$ cat config.mk
export PLATFORM = sky130hd
export DESIGN_NAME = fetch_ctrl
export DESIGN_NICKNAME = d
export VERILOG_FILES = /design/src/rtl/fetch_ctrl.sv
export SDC_FILE = /design/constraint.sdc
export NUM_CORES = 1
export LEC_CHECK = 0
export ABC_AREA = 1
export BUFFER_PORTS_ARGS = -buffer_cell sky130_fd_sc_hd__buf_2
export CORE_MARGIN = 3
export CORE_UTILIZATION = 41
export CTS_CLUSTER_SIZE = 25
export DETAILED_ROUTE_END_ITERATION = 16
export PLACE_DENSITY = 0.76
export SYNTH_ARGS = -nofsm -noshare
export SYNTH_HDL_FRONTEND = slang
export SYNTH_SLANG_ARGS = --single-unit
$ cat constraint.sdc
create_clock -name clk -period 1.5 [get_ports clk]
set_input_delay 0.15 -clock clk [delete_from_list [all_inputs] [get_ports clk]]
set_output_delay 0.15 -clock clk [all_outputs]
set_load 0.005 [all_outputs]
$ cat src/rtl/fetch_ctrl.sv
// rtl/fetch_ctrl.sv - fetch redirect/flush/halt controller (optional trap path: FETCH_CTRL_TRAP_EN)
module fetch_ctrl #(
  parameter int ADDR         = 32,
  parameter int FLUSH_CYCLES = 2   // 1..15
) (
  input  logic            clk,
  input  logic            reset,
  input  logic            br_valid_i,
  input  logic [ADDR-1:0] br_addr_i,
  input  logic            trap_valid_i,
  input  logic [ADDR-1:0] trap_addr_i,
  input  logic            halt_i,
  input  logic            resume_i,
  input  logic            dec_stall_i,
  output logic            pc_branch_o,
  output logic [ADDR-1:0] pc_addr_o,
  output logic            pc_stall_o,
  output logic            flush_o,
  output logic [1:0]      state_o,
  output logic [15:0]     redirect_cnt_o
);

  typedef enum logic [1:0] {
    ST_RUN   = 2'd0,
    ST_FLUSH = 2'd1,
    ST_HALT  = 2'd2
  } state_e;

  localparam logic [3:0] FLUSH_LOAD = 4'(FLUSH_CYCLES);

  state_e          state_q, state_d;
  logic [3:0]      cnt_q, cnt_d;
  logic            pc_branch_q, pc_branch_d;
  logic [ADDR-1:0] pc_addr_q, pc_addr_d;
  logic            pc_stall_q, pc_stall_d;
  logic            flush_q, flush_d;
  logic [15:0]     redirect_cnt_q, redirect_cnt_d;

  logic            trap_req;
  logic [ADDR-1:0] trap_addr;
  logic            br_req;
  logic            redirect_acc;
  logic [ADDR-1:0] redirect_addr;

`ifdef FETCH_CTRL_TRAP_EN
  assign trap_req  = trap_valid_i;
  assign trap_addr = trap_addr_i;
`else
  // Trap inputs stay on the port list but have no effect in this build.
  logic unused_trap;
  assign unused_trap = ^{trap_valid_i, trap_addr_i};
  assign trap_req    = 1'b0;
  assign trap_addr   = '0;
`endif

  // Branches are not honoured while halted; a trap always is.
  assign br_req        = br_valid_i && (state_q != ST_HALT);
  assign redirect_acc  = trap_req || br_req;
  assign redirect_addr = trap_req ? trap_addr : br_addr_i;

  // Next-state and next-output computation; redirects take precedence over everything.
  always_comb begin
    state_d        = state_q;
    cnt_d          = cnt_q;
    pc_branch_d    = 1'b0;
    pc_addr_d      = pc_addr_q;
    pc_stall_d     = pc_stall_q;
    flush_d        = 1'b0;
    redirect_cnt_d = redirect_cnt_q;

    if (redirect_acc) begin
      state_d     = ST_FLUSH;
      cnt_d       = FLUSH_LOAD;
      pc_branch_d = 1'b1;
      pc_addr_d   = redirect_addr;
      pc_stall_d  = 1'b0;
      flush_d     = 1'b1;
      if (redirect_cnt_q != 16'hFFFF) begin
        redirect_cnt_d = redirect_cnt_q + 16'd1;
      end
    end else begin
      case (state_q)
        ST_RUN: begin
          if (halt_i) begin
            state_d    = ST_HALT;
            pc_stall_d = 1'b1;
          end else begin
            pc_stall_d = dec_stall_i;
          end
        end
        ST_FLUSH: begin
          // Decode stall is ignored for the whole bubble, including the exit cycle.
          if (cnt_q <= 4'd1) begin
            cnt_d      = 4'd0;
            state_d    = halt_i ? ST_HALT : ST_RUN;
            pc_stall_d = halt_i;
          end else begin
            cnt_d      = cnt_q - 4'd1;
            flush_d    = 1'b1;
            pc_stall_d = 1'b0;
          end
        end
        ST_HALT: begin
          if (resume_i) begin
            state_d    = ST_RUN;
            pc_stall_d = dec_stall_i;
          end else begin
            pc_stall_d = 1'b1;
          end
        end
        default: begin
          state_d    = ST_RUN;
          cnt_d      = 4'd0;
          pc_stall_d = 1'b0;
        end
      endcase
    end
  end

  // State and registered outputs; reset aborts any bubble or halt in progress.
  always_ff @(posedge clk) begin
    if (!reset) begin
      state_q        <= ST_RUN;
      cnt_q          <= 4'd0;
      pc_branch_q    <= 1'b0;
      pc_addr_q      <= '0;
      pc_stall_q     <= 1'b0;
      flush_q        <= 1'b0;
      redirect_cnt_q <= 16'd0;
    end else begin
      state_q        <= state_d;
      cnt_q          <= cnt_d;
      pc_branch_q    <= pc_branch_d;
      pc_addr_q      <= pc_addr_d;
      pc_stall_q     <= pc_stall_d;
      flush_q        <= flush_d;
      redirect_cnt_q <= redirect_cnt_d;
    end
  end

  assign pc_branch_o    = pc_branch_q;
  assign pc_addr_o      = pc_addr_q;
  assign pc_stall_o     = pc_stall_q;
  assign flush_o        = flush_q;
  assign state_o        = state_q;
  assign redirect_cnt_o = redirect_cnt_q;

endmodule

==> results of run 1 <==
-- sequential cells by signal, summed over array words and instances, names as in the netlist --
signal,cells
cnt_q,4
flush_o,1
pc_addr_o,32
pc_branch_o,1
pc_stall_o,1
redirect_cnt_o,16
state_o,2
-- path summary, 6_finish.rpt --
check | startpoint | end | slack, ns | cells past startpoint
hold reg to reg | pc_addr_o[29] | pc_addr_o[29] | 0.46 | 2
hold / removal | br_addr_i[27] | pc_addr_o[27] | 0.01 | 3
setup reg to reg | redirect_cnt_o[2] | redirect_cnt_o[2] | -0.007 | 7
setup / recovery | redirect_cnt_o[2] | redirect_cnt_o[2] | -0.007 | 7
-- stage by stage --
stage,area (um2),util (%)
after floorplan,2460,-
after global placement,3070,54.4
after detailed placement,3070,54.4
after CTS,3570,63.3
after global routing,3650,64.6
final,3650,64.6
-- power by group through the flow --
stage | Clock [uW] | Combinational [uW] | Sequential (uW)
after floorplan | 0 | 181 | 1680
after global placement | 0 | 361 | 1660
after detailed placement | 0 | 370 | 1660
after CTS | 1290 | 448 | 1630
after global routing | 1360 | 521 | 1650
final | 1270 | 475 | 1640
-- cell usage after synthesis, types with 2 or more instances --
master    instances  area, um2
nand2_2           7       43.8
nand2_1         117        439
buf_6             2       22.5
ha_1              3       37.5
nand4_1           5       31.3
inv_1            17       63.8
a21oi_1           8       40.0
nand3_1          43        215
dfxtp_1          57       1140
clkbuf_1          4       15.0
nor2_4            2       22.5
nand3b_1          2       15.0
xor2_1            7       61.3
nor2_2            6       37.5
nor2_1           19       71.3
xnor2_1           2       17.5
a21oi_2          10       87.6
o21ai_1           2       10.0
buf_2             7       35.0
-- cell type report --
class                      instances  area share [%]
inverter                          17            1.75
tap                               72            2.47
multi-input combinational        240            33.6
sequential                        57            31.5
timing repair buffer             142            25.9
clock buffer                      10            3.50
clock inverter                     6            1.24
-- cell families (layout without fill, tap and decap cells) --
| family | after synthesis | count (layout) | synth area share (%) |
|---|---|---|---|
| buf+inv | 31 | 175 | 5.70 |
| flops | 57 | 57 | 46.5 |
| xor+xnor | 9 | 9 | 3.21 |
| compound gates | 25 | 25 | 6.98 |
| simple gates | 203 | 203 | 36.1 |
| fa+ha+maj | 3 | 3 | 1.53 |
-- critical path: stages (launching register included) --
cell and delay [ns]:
dfxtp_1 0.47, nand2_1 0.13, nor2_2 0.18, nand2_2 0.13, o21ai_4 0.19, buf_6 0.14, nand2_1 0.05, a21oi_1 0.15
-- repair_timing --
item	in CTS	in global routing
cloned	0	1
gates resized for setup	4	20
hold buffers	28	0
pin swaps	1	2
endpoints found under the setup margin	35	15
endpoints found under the hold margin	28	0
setup buffers	3	1
-- per-layer routing --
layer / wire, um / track usage [%]
met4: 235 / 10.7
met3: 651 / 8.23
met1: 2890 / 24.1
met2: 3580 / 34.5
met5: 0 / 0
==> reports/qor.txt, run 1 <==
Total Power: 3380 uW
Combinational Power Share: 14.1%
synth warn: 0
CTS tree: built
pin count of the biggest net entering global routing: 39
io pins: 124
Final ANT Viol Nets: 0
Iter 0 DRT Violations: 150
Final Cycle Share: 100%
Worst Path Max Fanout: 6
full die area: 6960 um2
number of flops mapped to enable cells by yosys: 0
status: finished with violations
Fillers: 460
Slew @ Worst Pin: 0.725 ns
Clk Latency, worst-skew pair: 0.34 ns
Max-slew headroom: 51.5%
fraction of layout cells with a size suffix above 1: 36.0%
Mapped Avg Cell Area: 7.49 um2
dpl ws: -0.224 ns
FP Rows: 27
most common cell after layout, fill and taps aside: nand2_1
PortBufs: 90
FF+latch area: 1150 um2
sequential area share after synthesis: 46.5%
Worst Clk Skew: 0.00938 ns
Worst Slack Setup Final: -0.00661 ns
power density over the cells: 928 nW/um2
total routed wirelength: 7360 um
Post-Syn Nets: 402
FMAX: 664 MHz
Clock Sinks: 57
Tot GR Track Use: 21.2%
top_reg_cell synth: dfxtp_1
htree depth: 3
CTS Buf Count: 9
minimum period implied by the final worst setup slack: 1.51 ns
violated checks: setup timing
final hold violation count: 0
ys async rst share: 0%
multi-input gate area in the final layout: 1230 um2
GRT overflow: 0
Final Setup Violations: 2
clk buf depth: 2
via count: 2,706
clock power share: 37.5%
number of global-route vias before repair: 2,587
Syn Inst Count: 328
critical path type: register to register
Crit. End Element: register
Die Span X: 83.4 um
post-synth cell types: 27
Final HPWL DP: 4240 um
antenna violations before repair: 0
type of origin of the critical path: register
Sum Neg Setup Slack: -0.0117 ns
vias per cell: 4.97
max cap viols: 0
#FFs+latches synth: 57
max-slew violation count: 0
Hold WC Path Type: input port to register
leak pwr: 0.00179 uW
# diodes: 0
Peak supply drop: 0.590 mV
Root Buffer: clkbuf_8
final hold slack: 0.0140 ns
synthesized area: 2460 um2
DR WL/cell: 13.5 um
RD Place Congestion: 0.804
most frequent cells in the layout: 116 x nand2_1, 90 x buf_2, 50 x dfxtp_1
Layout Nets: 541
first-pass GRT wire length: 11,900 um
Reg clk slew, reported paths: 0.07 ns
DRC Markers: 0
Seq pwr share: 48.4%
Post-Layout Cell Count: 544
CP Data Arrival Time: 1.77 ns
core area: 5640 um2
worst endpoint required time: 1.76 ns
Pint: 2430 uW
DIE HEIGHT: 83.4 um
switching part of the total: 28.2%
initial core utilization: 43.5%
area growth from synthesis to layout: 48.4%
P_sw: 954 uW
placed cell count: 495
Initial DRT Pass Iterations: 6
No activity file was read; power rests on OpenSTA's default activity.
==> run 2: changes to the inputs <==
--- a/config.mk
+++ b/config.mk
@@ -8,2 +8,3 @@
 export ABC_AREA = 1
+export ABC_CLOCK_PERIOD_IN_PS = 1500
 export BUFFER_PORTS_ARGS = -buffer_cell sky130_fd_sc_hd__buf_2
@@ -14,2 +15,3 @@
 export PLACE_DENSITY = 0.76
+export SLEW_MARGIN = 10
 export SYNTH_ARGS = -nofsm -noshare
--- a/constraint.sdc
+++ b/constraint.sdc
@@ -3,2 +3,2 @@
 set_output_delay 0.15 -clock clk [all_outputs]
-set_load 0.005 [all_outputs]
+set_load 0.02 [all_outputs]
==> reports/qor.txt, run 2 (same netlist as run 1, synthesis figures left out) <==
status: finished, final reports clean
via count: 2,659
CP Data Arrival Time: 1.63 ns
FMAX: 731 MHz
clk buf depth: 2
CTS Buf Count: 9
pin count of the biggest net entering global routing: 39
Slowest-stage cell, CP: dfxtp_1
final hold slack: 0.0148 ns
RD Place Congestion: 0.792
Clock Sinks: 57
type of origin of the critical path: register
max cap viols: 0
htree depth: 3
Max-slew headroom: 54.2%
area growth from synthesis to layout: 48.4%
leak pwr: 0.00182 uW
Peak supply drop: 0.857 mV
reg2reg setup slack: 0.13 ns
Worst Clk Skew: 0.00783 ns
Final Cycle Share: 91.1%
antenna violations before repair: 0
CP most frequent cell: nand2_2
max-slew violation count: 0
design area: 3640 um2
Root Buffer: clkbuf_8
critical path type: register to register
FP Rows: 27
crit-path cells: nand2_2 -> nor2_2 -> nand2_2 -> o21ai_2 -> buf_4 -> o21ai_0 -> nor2_1
Hold WC Path Type: input port to register
worst endpoint required time: 1.77 ns
DIE HEIGHT: 83.4 um
vias per cell: 4.85
DR WL/cell: 12.5 um
power density over the cells: 972 nW/um2
Final ANT Viol Nets: 0
first-pass GRT wire length: 11,400 um
Clk Latency, worst-skew pair: 0.34 ns
Reg clk slew, reported paths: 0.06 ns
fraction of layout cells with a size suffix above 1: 35.7%
Crit. End Element: register
GRT overflow: 0
CP max stage delay: 0.43 ns
DRC Markers: 0
Slew @ Worst Pin: 0.686 ns
CP bufs+invs: 1
minimum period implied by the final worst setup slack: 1.37 ns
max reg flops: 32
# diodes: 0
most frequent cells in the layout: 117 x nand2_1, 90 x buf_2, 54 x dfxtp_1
Die Span X: 83.4 um
Layout Nets: 545
full die area: 6960 um2
Initial DRT Pass Iterations: 4
total routed wirelength: 6860 um
core area: 5640 um2
most common cell after layout, fill and taps aside: nand2_1
Total Power: 3540 uW
CTS tree: built
io pins: 124
number of global-route vias before repair: 2,602
Tot GR Track Use: 20.1%
Fillers: 454
Worst Path Max Fanout: 7
placed inst area: 3140 um2
final hold violation count: 0
initial core utilization: 43.5%
Iter 0 DRT Violations: 107
Sum Neg Setup Slack: 0 ns
PortBufs: 90
Final Setup Violations: 0
CP delay by family, top: simple AND/OR/NAND/NOR gates
fin util: 64.6%
Final HPWL DP: 4520 um
-- run 2: changes by cell type in the layout (fill, tap and decap cells not counted), moves of 2 or more --
cell / previous run / this run
buf_4: 20 / 28
clkinv_2: 1 / 4
clkinvlp_4: 3 / 0
dfxtp_1: 50 / 54
dfxtp_2: 7 / 3
dlygate4sd3_1: 28 / 26
-- run 2: tightest hold or removal path: stages --
cell and delay [ns]:
buf_2 0.07, nand2_1 0.04, nand2_1 0.05
-- run 2: what timing repair did --
action / CTS / global route
setup buffers: 0 / 3
setup endpoints to repair: 33 / 16
hold endpoints to repair: 26 / 0
hold buffers: 26 / 0
gates resized for setup: 1 / 7
pin swaps: 0 / 1
-- run 2: final timing paths --
path / from / end / depth (start not counted)
max: redirect_cnt_o[4] / redirect_cnt_o[1] / 7
min: br_addr_i[27] / pc_addr_o[27] / 3
max reg2reg: redirect_cnt_o[4] / redirect_cnt_o[1] / 7
min reg2reg: pc_addr_o[26] / pc_addr_o[26] / 2
-- run 2: layout make-up --
cell class	instances	area, um2	share of cell area [%]
repair buffers	146	952	26.1
flip-flops and latches	57	1140	31.4
clock inverters	6	58.8	1.61
inverters	17	63.8	1.75
multi-input cells	240	1210	33.1
well taps	72	90.1	2.47
clock buffers	10	128	3.50
-- run 2: where the power goes --
| part | internal [uW] | switching, uW |
|---|---|---|
| Combinational | 229 | 314 |
| Clock | 757 | 608 |
| Sequential | 1590 | 41.6 |
| Total | 2580 | 964 |
-- run 2: per-stage QoR --
step	std cells	worst slack [ns]
2_1_floorplan	328	0.0179
3_3_place_gp	503	-0.109
3_5_place_dp	503	-0.169
4_1_cts	545	0.0316
5_1_grt	548	-0.0181
6_report	548	0.133
-- run 2: per-layer routing --
metal | track usage, % | vias to the layer above | routed length [um]
li1 | - | 1334 | -
met1 | 21.8 | 1212 | 2830
met2 | 34.5 | 94 | 3300
met3 | 6.94 | 19 | 547
met4 | 10.1 | 0 | 185
met5 | 0 | - | 0
==> run 3: changes to the inputs <==
- BUFFER_PORTS_ARGS: -buffer_cell sky130_fd_sc_hd__buf_2 -> not set
- CORE_UTILIZATION: 41 -> 52
- DONT_BUFFER_PORTS: not set -> 1
- PLACE_DENSITY: 0.76 -> 0.7
- RECOVER_POWER: not set -> 100
==> reports/qor.txt, run 3 (same netlist as run 1, synthesis figures left out) <==
status: finished, final reports clean
Layout Nets: 466
CTS Buf Count: 9
full die area: 5580 um2
DIE HEIGHT: 74.7 um
max reg flops: 32
vias per cell: 5.41
switching part of the total: 25.8%
core area: 4440 um2
Slew @ Worst Pin: 0.707 ns
Clk Latency, worst-skew pair: 0.33 ns
Hold WC Path Type: input port to register
Clock Sinks: 57
Worst Path Max Fanout: 16
placed inst area: 2700 um2
clk buf depth: 2
clock power share: 43.0%
Final ANT Viol Nets: 0
Combinational Power Share: 10.2%
P_sw: 957 uW
Reg clk slew, reported paths: 0.07 ns
DRC Markers: 0
FMAX: 696 MHz
Post-Layout Cell Count: 449
Final HPWL DP: 4060 um
most common cell after layout, fill and taps aside: nand2_1
Pint: 2750 uW
CP delay by family, top: simple AND/OR/NAND/NOR gates
Final Cycle Share: 95.8%
RD Place Congestion: 0.803
worst endpoint required time: 1.72 ns
Seq pwr share: 46.7%
number of global-route vias before repair: 2,430
io pins: 124
fraction of layout cells with a size suffix above 1: 20.9%
Worst Clk Skew: 0.00738 ns
# diodes: 0
minimum period implied by the final worst setup slack: 1.44 ns
CP most frequent cell: nor2_4
Final Setup Violations: 0
type of origin of the critical path: register
pin count of the biggest net entering global routing: 38
via count: 2,427
htree depth: 3
power density over the cells: 1110 nW/um2
max-slew violation count: 0
Max-slew headroom: 52.8%
Fillers: 335
Initial DRT Pass Iterations: 4
FP Rows: 24
CP bufs+invs: 1
antenna violations before repair: 0
Slowest-stage cell, CP: dfxtp_4
leak pwr: 0.00146 uW
placed cell count: 397
CP max stage delay: 0.37 ns
Iter 0 DRT Violations: 160
RSZ-0062 raised after global routing: yes
area growth from synthesis to layout: 36.2%
Crit. End Element: register
Die Span X: 74.7 um
DR WL/cell: 15.5 um
GRT overflow: 0
max cap viols: 0
crit-path cells: ha_4 -> nand2_1 -> nor2_2 -> nand2_2 -> nor2_4 -> nor2_4 -> buf_12 -> a21oi_1 -> nor2_1
design area: 3340 um2
Tot GR Track Use: 26.4%
PortBufs: 0
CTS tree: built
CP Data Arrival Time: 1.66 ns
total routed wirelength: 6970 um
critical path type: register to register
Peak supply drop: 0.722 mV
initial core utilization: 55.3%
most frequent cells in the layout: 116 x nand2_1, 53 x dfxtp_1, 43 x nand3_1
Root Buffer: clkbuf_8
final hold violation count: 0
first-pass GRT wire length: 11,200 um
-- run 3: cell types whose count changed in the layout (fill, tap and decap cells not counted), sizes merged --
cell	delta
clkinv	-2
clkbuf	+4
buf	-90
bufinv	+1
dlygate4sd3	+8
-- run 3: routing by layer --
layer | track usage, % | vias to the layer above | part of all wire [%]
li1 | - | 1180 | -
met1 | 30.4 | 1134 | 40
met2 | 42.9 | 92 | 51
met3 | 9.48 | 21 | 6.8
met4 | 14.0 | 0 | 2.2
met5 | 0 | - | 0
-- run 3: worst register-to-register path: stages, from the launching register on --
cell     delay (ns)
dfxtp_4        0.37
ha_4           0.13
nand2_1        0.06
nor2_2         0.14
nand2_2        0.12
nor2_4         0.14
nor2_4         0.04
buf_12         0.15
a21oi_1        0.12
nor2_1         0.06
-- run 3: path summary, 6_finish.rpt --
| path | start | to | slack [ns] | cells after the start |
|---|---|---|---|---|
| setup / recovery | redirect_cnt_o[0] | redirect_cnt_o[15] | 0.06 | 9 |
| hold / removal | reset | cnt_q[3] | 0.006 | 2 |
| setup reg to reg | redirect_cnt_o[0] | redirect_cnt_o[15] | 0.06 | 9 |
| hold reg to reg | cnt_q[0] | cnt_q[0] | 0.47 | 1 |
-- run 3: per-stage QoR --
stage / setup WS (ns) / hold slack, ns / power, uW / utilization, % / setup TNS, ns
after floorplan: 0.0179 / 0.253 / 1940 / - / 0
after global placement: -0.145 / 0.254 / 2010 / 60.7 / -4.26
after detailed placement: -0.164 / 0.257 / 2010 / 60.7 / -4.28
after CTS: 0.0181 / 0.0310 / 3680 / 73.9 / 0
after global routing: -0.0123 / 0.000447 / 3850 / 75.3 / -0.0340
final: 0.0633 / 0.00635 / 3700 / 75.3 / 0
-- run 3: area by class of cell --
| cell class | count | area [um2] | area share, % |
|---|---|---|---|
| Sequential cell | 57 | 1150 | 34.3 |
| Tap cell | 52 | 65.1 | 1.95 |
| Clock buffer | 11 | 141 | 4.23 |
| Multi-Input combinational cell | 240 | 1230 | 36.8 |
| Timing Repair Buffer | 67 | 617 | 18.4 |
| Clock inverter | 5 | 78.8 | 2.36 |
| Inverter | 17 | 63.8 | 1.91 |
-- run 3: power groups by stage --
stage / Sequential, uW / Clock [uW] / Combinational, uW
final: 1730 / 1590 / 379
after floorplan: 1760 / 0 / 181
after global routing: 1740 / 1690 / 418
after CTS: 1720 / 1600 / 351
after global placement: 1760 / 0 / 250
after detailed placement: 1760 / 0 / 257
-- run 3: repair_timing --
action / CTS / global route
pin swaps: 0 / 1
endpoints found under the setup margin: 33 / 21
gates resized for setup: 1 / 16
hold endpoints to repair: 39 / 0
hold buffers: 35 / 0
setup buffers: 0 / 1
